==> src/rtl/move_sequencer.sv <==
// Sequences a chess move: pick up an own piece, wait for its legal-move mask,
// accept a destination or a cancel, then put the piece down on the board.
module move_sequencer (
  input  logic        clk,
  input  logic        rst,
  input  logic        click,
  input  logic [5:0]  click_pos,
  input  logic [3:0]  sq_code,
  input  logic        moves_valid,
  input  logic [63:0] possible_moves,
  input  logic        game_over,
  output logic        pick_piece,
  output logic        place_piece,
  output logic [5:0]  figure_position,
  output logic        moves_req,
  output logic [5:0]  src_pos,
  output logic        turn,
  output logic        holding,
  output logic        illegal,
  output logic [9:0]  move_count
);

  typedef enum logic [2:0] {
    IDLE, PICK, WAIT_MOVES, HOLD, PLACE, SETTLE, OVER
  } state_t;

  state_t      state, state_nx;
  logic [7:0]  wdog;
  logic [63:0] mask;
  logic        commit;
  logic        own, hit_src, hit_mask, wd_expire;

  assign own       = turn ? (sq_code >= 4'd7 && sq_code <= 4'd12)
                          : (sq_code >= 4'd1 && sq_code <= 4'd6);
  assign hit_src   = (click_pos == src_pos);
  assign hit_mask  = mask[click_pos];
  // Leave on the cycle the count would reach 255, so PLACE lands 255 cycles after entry.
  assign wd_expire = (wdog == 8'd254);

  assign pick_piece  = (state == PICK);
  assign moves_req   = (state == PICK);
  assign place_piece = (state == PLACE);
  assign holding     = (state == WAIT_MOVES) || (state == HOLD);

  always_ff @(posedge clk or posedge rst)
    if (rst) state <= IDLE;
    else     state <= state_nx;

  always_comb begin
    state_nx = state;
    case (state)
      IDLE:       if (game_over)                          state_nx = OVER;
                  else if (click && own)                  state_nx = PICK;
      PICK:                                               state_nx = WAIT_MOVES;
      WAIT_MOVES: if (moves_valid)                        state_nx = HOLD;
                  else if (wd_expire)                     state_nx = PLACE;
      HOLD:       if (click && (hit_src || hit_mask))     state_nx = PLACE;
      PLACE:                                              state_nx = SETTLE;
      SETTLE:     state_nx = game_over ? OVER : IDLE;
      OVER:                                               state_nx = OVER;
      default:                                            state_nx = IDLE;
    endcase
  end

  always_ff @(posedge clk or posedge rst) begin
    if (rst) begin
      src_pos         <= '0;
      figure_position <= '0;
      turn            <= 1'b0;
      move_count      <= '0;
      wdog            <= '0;
      mask            <= '0;
      commit          <= 1'b0;
      illegal         <= 1'b0;
    end else begin
      illegal <= 1'b0;
      case (state)
        IDLE: if (!game_over && click && own) begin
          src_pos         <= click_pos;
          figure_position <= click_pos;
        end
        PICK: wdog <= '0;
        WAIT_MOVES: begin
          if (moves_valid) mask <= possible_moves;
          else if (wd_expire) begin
            figure_position <= src_pos;
            commit          <= 1'b0;
          end else wdog <= wdog + 8'd1;
        end
        HOLD: if (click) begin
          if (hit_src) begin
            figure_position <= src_pos;
            commit          <= 1'b0;
          end else if (hit_mask) begin
            figure_position <= click_pos;
            commit          <= 1'b1;
          end else illegal <= 1'b1;
        end
        PLACE: if (commit) begin
          turn <= ~turn;
          if (move_count != 10'd1023) move_count <= move_count + 10'd1;
        end
        default: ;
      endcase
    end
  end

endmodule

==> config.mk <==
export PLATFORM = sky130hd
export DESIGN_NAME = move_sequencer
export DESIGN_NICKNAME = d
export VERILOG_FILES = /design/src/rtl/move_sequencer.sv
export SDC_FILE = /design/constraint.sdc
export NUM_CORES = 1
export LEC_CHECK = 0
export BUFFER_PORTS_ARGS = -buffer_cell sky130_fd_sc_hd__clkbuf_2
export CORE_UTILIZATION = 49
export DETAILED_ROUTE_END_ITERATION = 7
export PLACE_DENSITY = 0.76
export SKIP_LAST_GASP = 1
export SLEW_MARGIN = 20
export SYNTH_ARGS = -nofsm -noshare
export SYNTH_HDL_FRONTEND = slang
export SYNTH_SLANG_ARGS = --single-unit
==> constraint.sdc <==
create_clock -name clk -period 3.2 [get_ports clk]
set_clock_uncertainty 0.05 [all_clocks]
set_input_delay 0.64 -clock clk [delete_from_list [all_inputs] [get_ports clk]]
set_output_delay 0.64 -clock clk [all_outputs]
set_load 0.01 [all_outputs]
---- After elaboration in Yosys (flattened, before gate mapping) ----
Index checks and enable logic that the tools add are counted.
cells by class
  bitwise logic cells ..................... 1
  reductions and logical operators ........ 21
  add/subtract/negate cells ............... 2
  multiplexer cells ....................... 30
  order comparisons ....................... 5
  eq/ne operators ......................... 18
operator list
  cell                                                  number
  two-way mux 6 bit                                     6
  one-hot mux 3 bit (7 select lines)                    1
  two-way mux 3 bit                                     6
  one-hot mux 6 bit (3 select lines)                    1
  two-way mux 8 bit                                     2
  one-hot mux 8 bit (2 select lines)                    1
  two-way mux 1 bit                                     11
  adder 10 x 1 -> 10 bit (second input constant)        1
  inequality test 10 bit (second input constant)        1
  inequality test 2 bit (second input constant)         5
  equality test 3 bit (second input constant)           3
  inequality test 3 bit (second input constant)         3
  AND reduction 3 bit                                   3
  adder 8 x 1 -> 8 bit (second input constant)          1
  equality test 8 bit (second input constant)           1
  < comparator 6 x 7 -> 1 bit (second input constant)   1
  binary-select mux 1 bit (select 6 bit)                1
  equality test 3 x 2 -> 1 bit (second input constant)  2
  equality test 6 bit                                   1
  logical AND 1 bit                                     6
  AND reduction 2 bit                                   3
  AND reduction 6 bit                                   1
  AND reduction 5 bit                                   1
  >= comparator 4 x 1 -> 1 bit (second input constant)  1
  other kinds (12)                                      14
word-level totals
  word-level logic and storage cells ...... 86
  flip-flop bits (word level) ............. 100
  input bits .............................. 79

---- Logic depth before layout (Yosys ltp) ----
  depth after elaboration ................. 7
  depth in mapped cells ................... 9
  mapped depth without buffers ............ 8

---- Worst setup path after synthesis ----
Ideal clock, no wire load.
  path kind ............................... input to register
  from .................................... input click_pos[0]
  to ...................................... register figure_position[0]
  setup time .............................. 0.125 ns
  cell stages on the path ................. 9
  slack ................................... 0.577 ns
  data required time ...................... 3.025 ns
  arrival time ............................ 2.448 ns
  cell sequence ........................... buf_6 > buf_8 > mux4_2 > nand3_1 > o2111ai_1 > nand3_2 > a31oi_1 > a211o_4 > mux2_4
between the ends
  word-level cells in the longest chain between the ends .. 4
  elaborated cells on any way between the ends .. 10
  those cells by class .................... 2 x eq/ne; 7 x mux; 1 x reduce/logical
ends and longest elaborated chain
  what                                                                                 line    source
  start, declared                                                                      7       input logic [5:0] click_pos,
  binary-select mux 1 bit (select 6 bit), or another cell as far along                 36      assign hit_mask = mask[click_pos];
  two-way mux 1 bit (not written as such) or two-way mux 6 bit (tied branches)         36, 91
  inequality test 3 bit (no line) or two-way mux 6 bit (tied branches)                 -
  AND reduction 6 bit (no line) or one-hot mux 6 bit (3 select lines) (tied branches)  -
  end signal, assigned                                                                 80      figure_position <= click_pos;
  end signal, assigned                                                                 86      figure_position <= src_pos;
  end signal, assigned                                                                 92      figure_position <= src_pos;
  end, declared                                                                        14      output logic [5:0] figure_position,
Several ways; a longest one is shown, not always the timed one. The select of a mux whose other input is x is not followed.
A chain may end at the register's enable or synchronous reset.

---- Worst setup path after layout ----
  from .................................... input click_pos[0]
  to ...................................... register figure_position[5]
between the ends
  word-level cells in the longest chain between the ends .. 4
  elaborated cells on any way between the ends .. 8
  those cells by class .................... 2 x eq/ne; 5 x mux; 1 x reduce/logical
ends and longest elaborated chain
  what                                                                                 line
  binary-select mux 1 bit (select 6 bit) or equality test 6 bit (tied branches)        36, 35
  two-way mux 1 bit (not written as such) or two-way mux 6 bit (tied branches)         36, 91
  inequality test 3 bit (no line) or two-way mux 6 bit (tied branches)                 -
  AND reduction 6 bit (no line) or one-hot mux 6 bit (3 select lines) (tied branches)  -
Several ways; a longest one is shown, not always the timed one. The select of a mux whose other input is x is not followed.

==> out/summary.txt <==
Reg area - 2500 um2
Detailed Routing Iterations Pass 1 - 4
IO Port Bufs - 106
Leakage - 2.67 nW
Met2 Use GR - 33.9%
Antenna fix cells - 0
Worst R2R Start - mask[63]
CTS root buf - clkbuf_8
Netlist cell types - 49
Die span in y - 102 um
Final Hold Viols - 0
DP HPWL - 7.42 mm
DR DRC count - 0
Final period util - 83.7%
Number of global-route vias before repair - 3331
Multi-input gate area - 2240 um2
Synthesized net count - 449
Commonest non-fill, non-tap cell in the layout - clkbuf_2
Final Wtd Congestion - 0.849
RSZ-0062 raised after global routing - false
CP startpoint kind - input pin
Arrival time at the worst endpoint - 2.87 ns
DP Cell Count - 596
Switching power - 1.49 mW
Post-synthesis instance area - 4890 um2
Outcome - completed
Fin cells - 612
Min Clock Period, post-route - 2.68 ns
FF-to-FF path depth - 7
Largest net degree at the start of global routing - 65
Core area - 9730 um2
Post-CTS Setup Inserts - 0
DR WL/cell - 16.3 um
Combinational power share - 36.3%
IO Pins - 107
Critical Path RT - 3.39 ns
Met3 Track Usage GR - 3.63%
Final setup fails - 0
TritonCTS Buffers - 9
Hold Buf Count CTS - 0
Pwr per Cell Area - 814 nW/um2
Iteration-0 DRC count of the detailed router - 81
Total negative slack - 0 ns
CTS tree - yes
Max-cap violations - 0
Initial antenna violation count - 0
Via density per instance - 5.44
First-pass GRT wire length - 16.5 mm
Max clock buf depth - 2
Area growth syn-to-layout - 17.4%
Sequential-to-total area share from yosys stat - 51.2%
Reg power frac - 47.7%
GRT Max-Usage Layer - met2
CP Class - input pin to flop
Die Wd - 102 um
YS warnings - 0
# clock sinks - 100
Initial Utilization - 50.2%
Syn Area/Cell - 13.3 um2
Sw frac - 32.0%
Commonest non-fill, non-tap cells in the layout - clkbuf_2, dfrtp_1, mux2_2, nor2_1, nand2_1
Clock share of power - 16.0%
P_int - 3.18 mW
Row cnt - 36
CTS H-tree lvls - 3
CP max FO - 15
F_max - 373 MHz
Post-Synthesis Cells - 367
Die area - 10400 um2
Max_slew headroom - 47.5%
Final WL - 10.0 mm
Worst slew pin tran - 0.785 ns
Layout cells sized above 1 - 47.0%
GRT overflow - 0
Hold/Removal Path Class - input pin to asynchronous set/reset pin
Max Slew Vio Count - 0
Fin nets - 556
VDD IR max - 0.411 mV
Post-route ant nets - 0
Vias - 3329
CTS clk-pin slew, worst paths - 0.10 ns
Fillers - 845
Clk_lat worst skew - 0.36 ns
RR Endpoint - figure_position[5]
Post-synthesis register bit count - 100
Post-CTS Resized - 0
Critical path capture point type - flop
Reg-to-reg slack, setup - 0.91 ns
Total GRT Usage - 21.1%
Grt met1 use - 28.4%
layer usage:
metal | up-vias | share of wire, %
met1 | 1667 | 45
li1 | 1563 | -
met3 | 20 | 3.4
met2 | 79 | 48
met5 | - | 0
met4 | 0 | 2.9
logic make-up (layout without fill, tap and decap cells):
family / after synthesis / count (layout) / share of synthesized area, %
XOR/XNOR: 19 / 19 / 3.41
multiplexers: 108 / 108 / 28.8
AO/OA/AOI/OAI: 37 / 37 / 5.10
adder cells (fa/ha/maj): 3 / 3 / 0.768
AND/OR/NAND/NOR: 75 / 75 / 7.81
buffers and inverters: 25 / 137 / 2.89
flip-flops: 100 / 100 / 51.2
power by group through the flow:
stage	combinational, mW	sequential [mW]	clock, mW
2_1_floorplan	1.31	2.15	0
3_3_place_gp	1.65	2.24	0
3_5_place_dp	1.71	2.26	0
4_1_cts	1.72	2.23	0.771
5_1_grt	1.85	2.32	0.812
6_report	1.69	2.23	0.747
worst max-delay path: stages:
cell       delay [ns]
clkbuf_2         0.37
mux4_1           0.62
mux2i_1          0.16
o2111ai_1        0.15
nand3_2          0.13
a31oi_1          0.10
a211o_4          0.38
mux2_4           0.31
synth_stat cells, drive strengths merged:
library cell,count,area share [%]
a211o,1,0.36
a211oi,1,0.15
a21oi,4,0.41
a221o,1,0.20
a2bb2oi,1,0.18
a31oi,5,0.77
a41oi,1,0.18
and2,4,0.51
and2b,1,0.15
and3,6,0.77
and3b,1,0.18
buf,12,1.9
clkbuf,6,0.49
dfrtp,100,51
ha,3,0.77
inv,7,0.54
mux2,85,20
mux2i,9,1.8
mux4,14,6.9
nand2,16,1.2
nand2b,2,0.26
nand3,13,1.4
nand3b,4,0.61
nand4,3,0.38
nor2,17,1.3
nor2b,2,0.26
nor3,4,0.41
nor4,1,0.13
nor4b,1,0.18
o2111ai,2,0.49
o211ai,1,0.15
o21a,1,0.15
o21ai,16,1.6
o22ai,2,0.26
o31ai,1,0.15
xnor2,9,1.6
xor2,10,1.8
flip-flops by register name (all words and copies together) (netlist names):
name             flops
figure_position      6
move_count          10
mask                64
illegal              1
wdog                 8
src_pos              6
turn                 1
commit               1
state                3
layout make-up:
type                            instances  area share [%]
Tap cell                              133            2.90
Clock inverter                          4           0.414
Timing Repair Buffer                  114            10.7
Inverter                                7           0.523
Multi-Input combinational cell        242            39.1
Clock buffer                           12            2.70
Sequential cell                       100            43.6
worst max path at each step:
stage | startpoint | to | slack [ns] | depth (start not counted)
detailed placement | click_pos[0] | figure_position[5] | 0.15 | 8
global placement | click_pos[0] | figure_position[3] | 0.18 | 8
floorplan | click_pos[0] | figure_position[0] | 0.58 | 9
global route | click_pos[0] | figure_position[3] | 0.39 | 8
finish | click_pos[0] | figure_position[5] | 0.52 | 8
CTS | click_pos[0] | figure_position[5] | 0.51 | 8
through the flow:
step                hold WS [ns]  area (um2)  worst slack, ns  total power [mW]  utilization (%)
finish                     0.346        5740            0.520              4.67             59.0
global route               0.419        5740            0.389              4.99             59.0
CTS                        0.365        5740            0.513              4.72             59.0
detailed placement         0.443        5560            0.145              3.97             57.1
global placement           0.437        5560            0.182              3.88             57.1
floorplan                  0.422        4890            0.577              3.46                -
No activity file was read; power rests on OpenSTA's default activity.
